===== src/rtl/vga_sprite_compositor.sv =====
// Multi-slot sprite blitter into a framebuffer RAM with colour-key transparency,
// screen-edge clipping and periodic whole-frame refresh to the VGA adapter.
module vga_sprite_compositor #(
    parameter int SCREEN_W    = 160,
    parameter int SCREEN_H    = 120,
    parameter int X_W         = 8,
    parameter int Y_W         = 7,
    parameter int SPRITE_W    = 30,
    parameter int SPRITE_H    = 20,
    parameter int NUM_SLOTS   = 5,
    parameter int SEL_W       = 2,
    parameter int COLOUR_W    = 3,
    parameter int REFRESH_DIV = 1250000,
    parameter int KEY_EN      = 1,
    parameter int KEY_COLOUR  = 0
) (
    input  logic                                  clk,
    input  logic                                  iResetn,
    input  logic [NUM_SLOTS-1:0]                  iSlotReq,
    input  logic [NUM_SLOTS*SEL_W-1:0]            iSlotSel,
    input  logic [NUM_SLOTS*X_W-1:0]              iSlotX,
    input  logic [NUM_SLOTS*Y_W-1:0]              iSlotY,
    output logic [SEL_W-1:0]                      oSprSel,
    output logic [$clog2(SPRITE_W*SPRITE_H)-1:0]  oSprAddr,
    input  logic [COLOUR_W-1:0]                   iSprColour,
    output logic [$clog2(SCREEN_W*SCREEN_H)-1:0]  oFbAddr,
    output logic                                  oFbWren,
    output logic [COLOUR_W-1:0]                   oFbData,
    input  logic [COLOUR_W-1:0]                   iFbQ,
    output logic [X_W-1:0]                        oX,
    output logic [Y_W-1:0]                        oY,
    output logic [COLOUR_W-1:0]                   oColour,
    output logic                                  oPlot,
    output logic                                  oBusy,
    output logic                                  oFrameDone,
    output logic                                  oFrameMiss
);
    localparam int SPR_N  = SPRITE_W * SPRITE_H;
    localparam int FB_N   = SCREEN_W * SCREEN_H;
    localparam int SPR_AW = $clog2(SPR_N);
    localparam int FB_AW  = $clog2(FB_N);
    localparam int TMR_W  = $clog2(REFRESH_DIV);
    localparam int SLOT_W = (NUM_SLOTS > 1) ? $clog2(NUM_SLOTS) : 1;

    localparam logic [X_W-1:0]   SX_LAST = X_W'(SPRITE_W - 1);
    localparam logic [X_W-1:0]   RX_LAST = X_W'(SCREEN_W - 1);
    localparam logic [X_W:0]     SCR_W_C = (X_W+1)'(SCREEN_W);
    localparam logic [Y_W:0]     SCR_H_C = (Y_W+1)'(SCREEN_H);
    localparam logic [COLOUR_W-1:0] KEY_C = COLOUR_W'(KEY_COLOUR);

    typedef enum logic [1:0] {IDLE, BLIT, REFRESH, DRAIN} state_t;
    state_t state, stateNext;

    logic [NUM_SLOTS-1:0] pend;
    logic [SEL_W-1:0]     slotSel [NUM_SLOTS];
    logic [X_W-1:0]       slotX   [NUM_SLOTS];
    logic [Y_W-1:0]       slotY   [NUM_SLOTS];
    logic                 anyPend;
    logic [SLOT_W-1:0]    pickSlot;
    logic                 startBlit, startRef;

    logic [TMR_W-1:0]     tmr;
    logic                 tick, refPend;

    logic [X_W-1:0]       actX, sx, rx, plotX;
    logic [Y_W-1:0]       actY, sy, ry, plotY;
    logic [FB_AW-1:0]     refAddr, blitAddr;
    logic [X_W:0]         px;
    logic [Y_W:0]         py;
    logic                 pipeBlit, pipeRef, sprLast, fbLast, keyed, clipped;

    assign sprLast = (oSprAddr == SPR_AW'(SPR_N - 1));
    assign fbLast  = (refAddr == FB_AW'(FB_N - 1));
    assign tick    = (tmr == TMR_W'(REFRESH_DIV - 1));

    // Descending scan so the lowest pending index is the one left standing
    always_comb begin
        anyPend  = 1'b0;
        pickSlot = '0;
        for (int unsigned i = NUM_SLOTS; i > 0; i--) begin
            if (pend[i-1]) begin
                anyPend  = 1'b1;
                pickSlot = SLOT_W'(i - 1);
            end
        end
    end

    always_ff @(posedge clk) begin
        if (iResetn) state <= IDLE;
        else         state <= stateNext;
    end

    always_comb begin
        stateNext = state;
        startBlit = 1'b0;
        startRef  = 1'b0;
        case (state)
            IDLE: begin
                if (refPend) begin
                    stateNext = REFRESH;
                    startRef  = 1'b1;
                end else if (anyPend) begin
                    stateNext = BLIT;
                    startBlit = 1'b1;
                end
            end
            BLIT:    if (sprLast) stateNext = DRAIN;
            REFRESH: if (fbLast)  stateNext = DRAIN;
            DRAIN:   stateNext = IDLE;
            default: stateNext = IDLE;
        endcase
    end

    // A same-cycle request lands after the clear, so it is never lost
    always_ff @(posedge clk) begin
        if (iResetn) begin
            pend <= '0;
        end else begin
            if (startBlit) pend[pickSlot] <= 1'b0;
            for (int unsigned i = 0; i < NUM_SLOTS; i++)
                if (iSlotReq[i]) pend[i] <= 1'b1;
        end
    end

    always_ff @(posedge clk) begin
        for (int unsigned i = 0; i < NUM_SLOTS; i++) begin
            if (iSlotReq[i]) begin
                slotSel[i] <= iSlotSel[i*SEL_W +: SEL_W];
                slotX[i]   <= iSlotX[i*X_W +: X_W];
                slotY[i]   <= iSlotY[i*Y_W +: Y_W];
            end
        end
    end

    always_ff @(posedge clk) begin
        if (iResetn) begin
            tmr        <= '0;
            refPend    <= 1'b0;
            oFrameMiss <= 1'b0;
        end else begin
            tmr        <= tick ? '0 : tmr + TMR_W'(1);
            oFrameMiss <= tick && refPend && !startRef;
            if (tick)          refPend <= 1'b1;
            else if (startRef) refPend <= 1'b0;
        end
    end

    always_ff @(posedge clk) begin
        if (iResetn) begin
            oSprSel  <= '0;
            oSprAddr <= '0;
            sx       <= '0;
            sy       <= '0;
            actX     <= '0;
            actY     <= '0;
            pipeBlit <= 1'b0;
            px       <= '0;
            py       <= '0;
            refAddr  <= '0;
            rx       <= '0;
            ry       <= '0;
            pipeRef  <= 1'b0;
            plotX    <= '0;
            plotY    <= '0;
        end else begin
            pipeBlit <= (state == BLIT);
            px       <= {1'b0, actX} + {1'b0, sx};
            py       <= {1'b0, actY} + {1'b0, sy};
            pipeRef  <= (state == REFRESH);
            plotX    <= rx;
            plotY    <= ry;
            if (startBlit) begin
                oSprAddr <= '0;
                sx       <= '0;
                sy       <= '0;
                actX     <= slotX[pickSlot];
                actY     <= slotY[pickSlot];
                oSprSel  <= slotSel[pickSlot];
            end else if (state == BLIT && !sprLast) begin
                oSprAddr <= oSprAddr + SPR_AW'(1);
                if (sx == SX_LAST) begin
                    sx <= '0;
                    sy <= sy + Y_W'(1);
                end else begin
                    sx <= sx + X_W'(1);
                end
            end
            if (startRef) begin
                refAddr <= '0;
                rx      <= '0;
                ry      <= '0;
            end else if (state == REFRESH && !fbLast) begin
                refAddr <= refAddr + FB_AW'(1);
                if (rx == RX_LAST) begin
                    rx <= '0;
                    ry <= ry + Y_W'(1);
                end else begin
                    rx <= rx + X_W'(1);
                end
            end
        end
    end

    assign keyed    = (KEY_EN != 0) && (iSprColour == KEY_C);
    assign clipped  = (px >= SCR_W_C) || (py >= SCR_H_C);
    assign blitAddr = FB_AW'(py) * FB_AW'(SCREEN_W) + FB_AW'(px);

    assign oFbWren    = pipeBlit && !keyed && !clipped;
    assign oFbData    = pipeBlit ? iSprColour : '0;
    assign oFbAddr    = (state == REFRESH) ? refAddr : (pipeBlit ? blitAddr : '0);
    assign oPlot      = pipeRef;
    assign oX         = pipeRef ? plotX : '0;
    assign oY         = pipeRef ? plotY : '0;
    assign oColour    = pipeRef ? iFbQ : '0;
    assign oBusy      = (state != IDLE);
    // pipeRef is still high in DRAIN only when the operation just retired was a refresh
    assign oFrameDone = (state == DRAIN) && pipeRef;
endmodule


===== config.mk =====
export PLATFORM = sky130hd
export DESIGN_NAME = vga_sprite_compositor
export DESIGN_NICKNAME = d
export VERILOG_FILES = /design/src/rtl/vga_sprite_compositor.sv
export SDC_FILE = /design/constraint.sdc
export NUM_CORES = 1
export LEC_CHECK = 0
export CELL_PAD_IN_SITES_DETAIL_PLACEMENT = 0
export CELL_PAD_IN_SITES_GLOBAL_PLACEMENT = 2
export CORE_UTILIZATION = 30
export CTS_CLUSTER_DIAMETER = 200
export DETAILED_ROUTE_END_ITERATION = 7
export HOLD_SLACK_MARGIN = 0.12
export MAX_ROUTING_LAYER = met4
export PLACE_DENSITY_LB_ADDON = 0.1
export SLEW_MARGIN = 20
export SYNTH_ARGS = -nofsm -noshare
export SYNTH_HDL_FRONTEND = slang
export SYNTH_SLANG_ARGS = --single-unit

===== constraint.sdc =====
create_clock -name clk -period 4 [get_ports clk]
set_input_delay 0.8 -clock clk [delete_from_list [all_inputs] [get_ports clk]]
set_output_delay 0.8 -clock clk [all_outputs]
set_load 0.01 [all_outputs]

== Word-level counts from Yosys, hierarchy flattened ==
Memory sizes are Yosys's and may differ from the RTL's. A register that Yosys moved wholly into a read port is not among the register bits.
Cells that the tools add are included.
Widths: inputs -> output; s select.
Word-level totals
  flip-flop bits (word level): 119
  memory bits (writable): 85
  bits of input ports: 98
  output and inout port bits: 53
  word-level logic and storage cells: 129
  memories: 3
Cells by class
  add/subtract/negate cells: 10
  $mul: 1
  magnitude comparators: 4
  equality and inequality tests: 11
  mux-type cells: 48
  bitwise operators: 2
  reduce and logical (&&, ||, !) cells: 29
Memory list
  slotX: words 5, bits a word 8, rd ports 1, clocked after memory_dff 1, wr ports 5, line 56  | logic [X_W-1:0] slotX [NUM_SLOTS];
  slotY: words 5, bits a word 7, rd ports 1, clocked after memory_dff 1, wr ports 5, line 57  | logic [Y_W-1:0] slotY [NUM_SLOTS];
  slotSel: words 5, bits a word 2, rd ports 1, clocked after memory_dff 1, wr ports 5, line 55  | logic [SEL_W-1:0] slotSel [NUM_SLOTS];
Operators with widths (number)
  $mux 15: 2
  $mux 1: 28
  $mux 8: 3
  $add 21x1->21 const B: 1
  $eq 21x21->1 const B: 1
  $mux 3: 7
  $add 8x1->8 const B: 2
  $add 15x1->15 const B: 1
  $add 15x9->15: 1
  $eq 15x15->1 const B: 1
  $add 7x1->7 const B: 2
  $reduce_bool 2->1: 7
  $add 10x1->10 const B: 1
  $eq 10x10->1 const B: 1
  $mul 8x3->10 const B: 1
  $add 8x8->9: 1
  $ge 9x8->1 const B: 1
  $add 7x7->8: 1
  $eq 8x5->1 const B: 1
  $eq 8x8->1 const B: 1
  $ge 8x7->1 const B: 1
  $logic_and 1x1->1: 8
  $mux 2: 4
  $pmux 2 s4: 1
  18 further kinds: 27

== Depth between registers and ports, before layout ==
Gate-level depths: netlist of the first run.
  depth in word-level cells: 13
  gate-level depth with buffers: 10
  depth with buffers taken out: 10

== Worst setup path after synthesis of the first run ==
No wires, ideal clock.
  path type: reg-to-output
  start: register py[1]
  end: output oFbAddr[13]
  data arrival time: 2309 ps
  required time: 3200 ps
  path slack: 891 ps
  stages on the path, launching flop included: 10
  path buffers: 0
  cells stage by stage: dfxtp_1 -> ha_1 -> ha_1 -> ha_1 -> a21oi_1 -> and2_1 -> nor3b_1 -> nand3_1 -> xor2_1 -> o21ai_0
On the way
  longest elaborated chain between the ends: 4
RTL lines
  start, declared: line 69  | logic [Y_W:0] py;
  start signal, assigned: line 168  | py <= {1'b0, actY} + {1'b0, sy};
  $mul 8x3->10: line 206  | assign blitAddr = FB_AW'(py) * FB_AW'(SCREEN_W) + FB_AW'(px);
  $add 15x9->15: line 206
  $mux 15 (2 in series): line 210  | assign oFbAddr = (state == REFRESH) ? refAddr : (pipeBlit ? blitAddr : '0);
  end, declared: line 26  | output logic [$clog2(SCREEN_W*SCREEN_H)-1:0] oFbAddr,
Every way passes these cells.

== Worst setup path in the final report of the first run ==
  start: register py[1]
  end: output oFbAddr[9]
Same word-level chain as after synthesis.

==> results by group, run 1 <==
Status
  • Status: finished, final reports clean

Power
  • P_leak: 4.593 nW
  • Clk pwr share: 37.2%
  • Pwr Total: 6.425 mW
  • Switching share of power: 28.12%
  • Share of power burned in registers: 42.5%
  • NetSw: 1.807 mW
  • Max IR drop VDD: 201.6 uV
  • Power Density: 510.3 nW/um^2
  • Comb pwr share: 20.3%
  • Int Power: 4.618 mW

Finish
  • Nets: 1203
  • Layout cells sized above 1: 7.799%
  • Commonest non-fill, non-tap cell in the layout: clkdlybuf4s50_1
  • P&R area growth vs syn: 29.41%
  • Post-route cell area: 12590 um^2
  • Fillers: 3141
  • Final core utilization: 39.70%
  • Antenna diode count: 0
  • Most frequent cells in the layout: 144 x clkdlybuf4s50_1, 135 x dfxtp_1, 129 x nor2_1, 85 x edfxtp_1, 47 x xor2_1

Logic synthesis
  • Syn nets: 1045
  • Yosys warning count: 0
  • EDFF count, synth: 85
  • Cell variety after synth: 67
  • Post-Syn Area per Cell: 10.81 um^2
  • Synth async-reset ratio: 0%
  • Post-Synthesis Cells: 900
  • Area leader, netlist: dfxtp_1
  • Post-Syn Area: 9729 um^2
  • Ys flop type: dfxtp_1
  • FF+latch count, synth: 221
  • Top-area cell type share of the netlist area: 27.98%
  • Largest cells by area after synthesis: dfxtp_1 28%, edfxtp_1 26%, ha_1 5.5%
  • Post-synthesis sequential area ratio: 54.22%

Worst setup path
  • Startpoint Class: flip-flop
  • Kind of critical path: reg -> out
  • Setup crit end kind: primary output
  • Flop2flop setup slack: 1.64 ns
  • Worst Path Max Fanout: 4
  • FF-to-FF path depth: 7
  • Worst r2r src: oSprAddr[0]$_SDFFE_PP0P_
  • RR Endpoint: sx[1]$_SDFFE_PP0P_
  • Worst Path Required: 3.20 ns
  • Arr. time, crit path: 3.06 ns

Global route
  • Gr ovfl total: 0
  • Largest net degree at the start of global routing: 30
  • Initial antenna violation count: 0
  • Number of global-route vias before repair: 7007
  • GR Util All Layers: 14.72%
  • First-pass GRT wire length: 37700 um

Timing
  • Hold WS: 0.4596 ns
  • Relative slew margins: 30.64%
  • Final Max Slew Viols: 0
  • Final Hold Vio Count: 0
  • Clk_skew: 0.008954 ns
  • Max Clock Freq: 0.2589 GHz
  • Fin crit share: 96.57%
  • Setup Total Neg Slack: 0 ns
  • Min cycle time layout: 3.863 ns
  • Worst slew pin tran: 1.037 ns
  • # setup viols final: 0

Floorplan
  • Starting density of the core: 30.67%
  • Core area: 31720 um^2
  • Row count: 65
  • Die height: 182.1 um
  • Die area: 33150 um^2
  • Chip Width: 182.1 um
  • Boundary Pins: 151

Routing
  • DR WL met3: 1106 um
  • DR WL/cell: 15.90 um
  • DRC: 0
  • DR iter-0 viols: 442
  • Drt via density: 4.667
  • Routed vias: 6902
  • Wire length on met2: 10040 um
  • Wl on met1: 11960 um
  • Detail Route Antenna Nets: 0
  • First-pass detailed-route iteration total: 5
  • Final wirelength: 23520 um
  • Highest metal used: met4

Worst hold path
  • WHS Endpoint: tmr[0]$_SDFF_PP0_
  • Worst Hold Class: reg -> reg
  • HP Start: tmr[0]$_SDFF_PP0_
  • Hold path cells: 1

Place
  • Port bufs: 150
  • GPL Wtd Cong: 0.7602
  • Cell Area, Placed: 11670 um^2
  • Post-DP HPWL: 17160 um

Clocking
  • CTS tree: built
  • H-tree depth: 1
  • Clock Sinks: 221
  • Clock slew at reported path FFs: 0.06 ns
  • Skew-Pair Late Insertion Delay: 0.52 ns
  • CTS max path bufs: 3
  • CTS buffer count: 26
  • Clk root buf: clkbuf_16

Run
  • MaxCap Viol Count: 0
-- power by group through the flow --
stage / registers [mW] / logic, mW / clock network, mW
after global routing: 2.76 / 1.48 / 2.58
after CTS: 2.74 / 1.34 / 2.47
after global placement: 2.78 / 1.33 / 0
after floorplan: 2.71 / 0.847 / 0
final: 2.73 / 1.30 / 2.39
after detailed placement: 2.78 / 1.32 / 0
-- logic make-up after synthesis --
family,after synthesis,synth area share [%]
AOI/OAI and AO/OA,135,10.02
xor gates and xnor gates,77,6.932
adders and majority gates,47,6.353
buffers and inverters,59,2.521
DFF,221,54.22
muxes,22,2.276
and+or+nand+nor,339,17.68
-- state kept, by name (all words and copies together), names as in the netlist, 8 cells and up --
register,count
px,9
actX,8
slotX,40
oSprAddr,10
tmr,21
slotSel,10
refAddr,15
plotX,8
rx,8
slotY,35
py,8
sx,8
-- cell type report --
class,count,area (um^2),area share (%)
clock buffer,36,773.2,6.141
clock inverter,11,110.1,0.8745
inverter,26,97.59,0.7751
multi-input combinational,620,4242,33.69
sequential,221,5276,41.91
tap,402,503.0,3.995
timing repair buffer,163,1589,12.62
-- cells in the mapped netlist (all sizes together) (3+ instances only) --
cell	number
clkbuf	23
nand2b	8
and2	24
buf	10
o211ai	17
nor2	130
inv	26
nand2	43
a22o	7
nor4	6
xnor2	30
mux2i	21
nor3b	4
a222oi	16
ha	43
a21o	3
nor2b	28
and3	15
nor3	11
dfxtp	136
edfxtp	85
a211oi	7
a21oi	25
and4	3
nand4	21
nand3b	3
fa	4
or2	3
xor2	47
or3	7
o21ai	39
nand3	25
-- worst max-delay path: stages, from the launching register on --
cell and delay (ns):
dfxtp_2 0.34, ha_1 0.29, ha_1 0.30, ha_1 0.33, a21oi_1 0.21, and2_1 0.21, xnor2_1 0.07, o21ai_0 0.21
clkdlybuf4s50_1 0.58
-- per-stage QoR --
step / setup WS (ns) / instances
after floorplan: 0.8914 / 900
after global placement: 0.3239 / 1429
after detailed placement: 0.2758 / 1429
after CTS: 0.003390 / 1478
after global routing: -0.01703 / 1479
final: 0.1372 / 1479
-- worst max-delay path by stage --
stage | depth (start not counted) | slack (ns) | to | startpoint
after floorplan | 9 | 0.89 | oFbAddr[13] | py[1]$_SDFF_PP0_
after global placement | 10 | 0.32 | oFbAddr[13] | py[1]$_SDFF_PP0_
after detailed placement | 10 | 0.28 | oFbAddr[13] | py[1]$_SDFF_PP0_
after CTS | 9 | 0.003 | oFbAddr[10] | py[1]$_SDFF_PP0_
after global routing | 8 | -0.02 | oFbAddr[9] | py[1]$_SDFF_PP0_
final | 8 | 0.14 | oFbAddr[9] | py[1]$_SDFF_PP0_
-- layer usage --
layer / up-vias / global-route usage [%]
li1: 3533 / -
met1: 3193 / 20.97
met2: 148 / 21.69
met3: 28 / 2.455
met4: 0 / 3.496
met5: - / -
-- timing repair --
item                                    in CTS  in global routing
setup buffers                                2                  1
pin swaps                                    3                  2
gates resized for setup                     10                  5
hold buffers                                 0                  0
endpoints found under the setup margin       5                  4
No activity file was read; power rests on OpenSTA's default activity.
==> inputs of run 2 (changes only) <==
- CORE_ASPECT_RATIO: not set -> 0.8
- MAX_ROUTING_LAYER: met4 -> not set
- SLEW_MARGIN: 20 -> not set
==> results by group, run 2 (synthesis gave the netlist of run 1 again) <==
Floorplan
  • Core area: 31640 um^2 (was 31720 um^2)
  • Die area: 33160 um^2 (was 33150 um^2)
  • Boundary Pins: 151 (unchanged)
  • Chip Width: 203.3 um (was 182.1 um)
  • Die height: 163.1 um (was 182.1 um)
  • Starting density of the core: 30.75% (was 30.67%)
  • Row count: 58 (was 65)

Routing
  • Drt via density: 4.574 (was 4.667)
  • Highest metal used: met5 (was met4)
  • Wl on met1: 12170 um (was 11960 um)
  • DR WL/cell: 16.28 um (was 15.90 um)
  • Wire length on met2: 10480 um (was 10040 um)
  • Routed vias: 6833 (was 6902)
  • Detail Route Antenna Nets: 0 (unchanged)
  • Final wirelength: 24330 um (was 23520 um)
  • DRC: 0 (unchanged)
  • DR WL met3: 1090 um (was 1106 um)
  • First-pass detailed-route iteration total: 5 (unchanged)
  • DR iter-0 viols: 372 (was 442)

Timing
  • Setup Total Neg Slack: 0 ns (unchanged)
  • Final Max Slew Viols: 0 (unchanged)
  • Fin crit share: 95.96% (was 96.57%)
  • Clk_skew: 0.01639 ns (was 0.008954 ns)
  • Min cycle time layout: 3.839 ns (was 3.863 ns)
  • Worst slew pin tran: 1.046 ns (was 1.037 ns)
  • Max Clock Freq: 0.2605 GHz (was 0.2589 GHz)
  • Relative slew margins: 30.06% (was 30.64%)
  • Worst Setup Slack, final: 0.1615 ns (was 0.1372 ns)
  • Final Hold Vio Count: 0 (unchanged)
  • # setup viols final: 0 (unchanged)

Worst setup path
  • Worst Path Max Fanout: 4 (unchanged)
  • FF-to-FF path depth: 7 (unchanged)
  • Setup crit end kind: primary output (unchanged)
  • RR Endpoint: sx[1]$_SDFFE_PP0P_ (unchanged)
  • Kind of critical path: reg -> out (unchanged)
  • Setup crit start: py[3]$_SDFF_PP0_ (was py[1]$_SDFF_PP0_)
  • Flop2flop setup slack: 1.61 ns (was 1.64 ns)
  • Arr. time, crit path: 3.04 ns (was 3.06 ns)
  • Startpoint Class: flip-flop (unchanged)
  • Worst r2r src: oSprAddr[0]$_SDFFE_PP0P_ (unchanged)
  • Worst Path Required: 3.20 ns (about the same)

Run
  • MaxCap Viol Count: 0 (unchanged)

Power
  • P_leak: 4.528 nW (was 4.593 nW)
  • Pwr Total: 6.220 mW (was 6.425 mW)
  • Max IR drop VDD: 267.0 uV (was 201.6 uV)
  • Power Density: 497.9 nW/um^2 (was 510.3 nW/um^2)

Clocking
  • CTS tree: built (unchanged)
  • Clk root buf: clkbuf_16 (unchanged)
  • Skew-Pair Late Insertion Delay: 0.54 ns (was 0.52 ns)
  • Clock slew at reported path FFs: 0.06 ns (about the same)
  • H-tree depth: 1 (unchanged)
  • Clock Sinks: 221 (unchanged)
  • Hold_buf cts: 0 (unchanged)
  • CTS buffer count: 25 (was 26)
  • CTS max path bufs: 3 (unchanged)

Finish
  • Finished Layout Cells: 1494 (was 1479)
  • Commonest non-fill, non-tap cell in the layout: clkdlybuf4s50_1 (unchanged)
  • Most frequent cells in the layout: 144 x clkdlybuf4s50_1, 134 x dfxtp_1, 129 x nor2_1, 85 x edfxtp_1, 47 x xor2_1 (was 144 x clkdlybuf4s50_1, 135 x dfxtp_1, 129 x nor2_1, 85 x edfxtp_1, 47 x xor2_1)
  • Fillers: 3168 (was 3141)
  • Final core utilization: 39.48% (was 39.70%)
  • Max reg flops: 40 (unchanged)
  • Layout cells sized above 1: 6.897% (was 7.799%)
  • Nets: 1200 (was 1203)
  • Register area: 5278 um^2 (was 5276 um^2)
  • P&R area growth vs syn: 28.40% (was 29.41%)
  • Top Registers: slotX (40), slotY (35), tmr (21) (unchanged)
  • Top reg by flops: slotX (unchanged)
  • Area of the multi-input gates: 4250 um^2 (was 4242 um^2)

Worst hold path
  • HP Start: tmr[0]$_SDFF_PP0_ (unchanged)
  • Worst Hold Class: reg -> reg (unchanged)
  • WHS Endpoint: tmr[0]$_SDFF_PP0_ (unchanged)
  • Hold path cells: 1 (unchanged)

Global route
  • Initial antenna violation count: 2 (was 0)
  • Largest net degree at the start of global routing: 43 (was 30)
  • GR Util All Layers: 14.83% (was 14.72%)
  • First-pass GRT wire length: 38710 um (was 37700 um)
  • Number of global-route vias before repair: 6890 (was 7007)
  • Gr ovfl total: 0 (unchanged)

Status
  • Status: finished, final reports clean (unchanged)

Place
  • Post-DP HPWL: 17500 um (was 17160 um)
  • Dpl cells: 1446 (was 1429)
  • GPL Wtd Cong: 0.7760 (was 0.7602)
  • DP Worst Slack: 0.2868 ns (was 0.2758 ns)
  • Port bufs: 150 (unchanged)
-- run 2: cell types whose count changed in the layout (fill, tap and decap cells not counted), moves of 2 or more --
cell / delta
clkinv_1: +5
clkbuf_1: +4
buf_4: -2
bufinv_16: -2
clkbuf_16: -2
clkinv_2: -2
clkinvlp_2: -2
dlygate4sd2_1: +2
-- run 2: timing repair --
item / 4_1_cts / 5_1_grt
buffers inserted: 0 / 2
pin swaps: 0 / 2
gates resized for setup: 11 / 8
setup endpoints to repair: 5 / 4
-- run 2: layer usage --
layer / GRT usage (%) / up-vias
met5: 0 / -
met4: 3.964 / 2
met3: 3.013 / 38
met2: 22.73 / 127
met1: 21.13 / 3140
li1: - / 3526
-- run 2: area by class of cell --
cell class	count	area share, %
Antenna cell	1	0.02003
Clock buffer	36	5.739
Clock inverter	9	0.4207
Inverter	26	0.7812
Multi-Input combinational cell	620	34.02
Sequential cell	221	42.25
Tap cell	420	4.207
Timing Repair Buffer	161	12.56
-- run 2: stage by stage --
| stage | hold WS, ns | cell area [um^2] |
|---|---|---|
| after floorplan | 0.4295 | 9729 |
| after global placement | 0.4480 | 11680 |
| after detailed placement | 0.4486 | 11680 |
| after CTS | 0.4627 | 12460 |
| after global routing | 0.4764 | 12490 |
| final | 0.4582 | 12490 |
-- run 2: how the worst max path moves through the flow --
stage,depth (start not counted),slack [ns],endpoint
floorplan,9,0.89,oFbAddr[13]
CTS,11,0.01,oFbAddr[14]
global route,11,-0.04,oFbAddr[13]
detailed placement,10,0.29,oFbAddr[13]
global placement,10,0.32,oFbAddr[13]
finish,11,0.16,oFbAddr[12]
-- run 2: worst max-delay path: stages (launching register included) --
cell and delay, ns:
dfxtp_2 0.34, ha_1 0.27, ha_2 0.20, inv_1 0.09, fa_2 0.49, nand3b_1 0.19, o22ai_2 0.12, and2_4 0.17
nand2_1 0.06, xor2_1 0.15, o21ai_0 0.13, dlygate4sd2_1 0.28
-- run 2: report_power, final --
group / leakage, nW / switching [mW] / internal [mW]
clock network: 0.378 / 0.909 / 1.24
logic: 2.21 / 0.758 / 0.586
registers: 1.94 / 0.160 / 2.57
total: 4.53 / 1.83 / 4.39
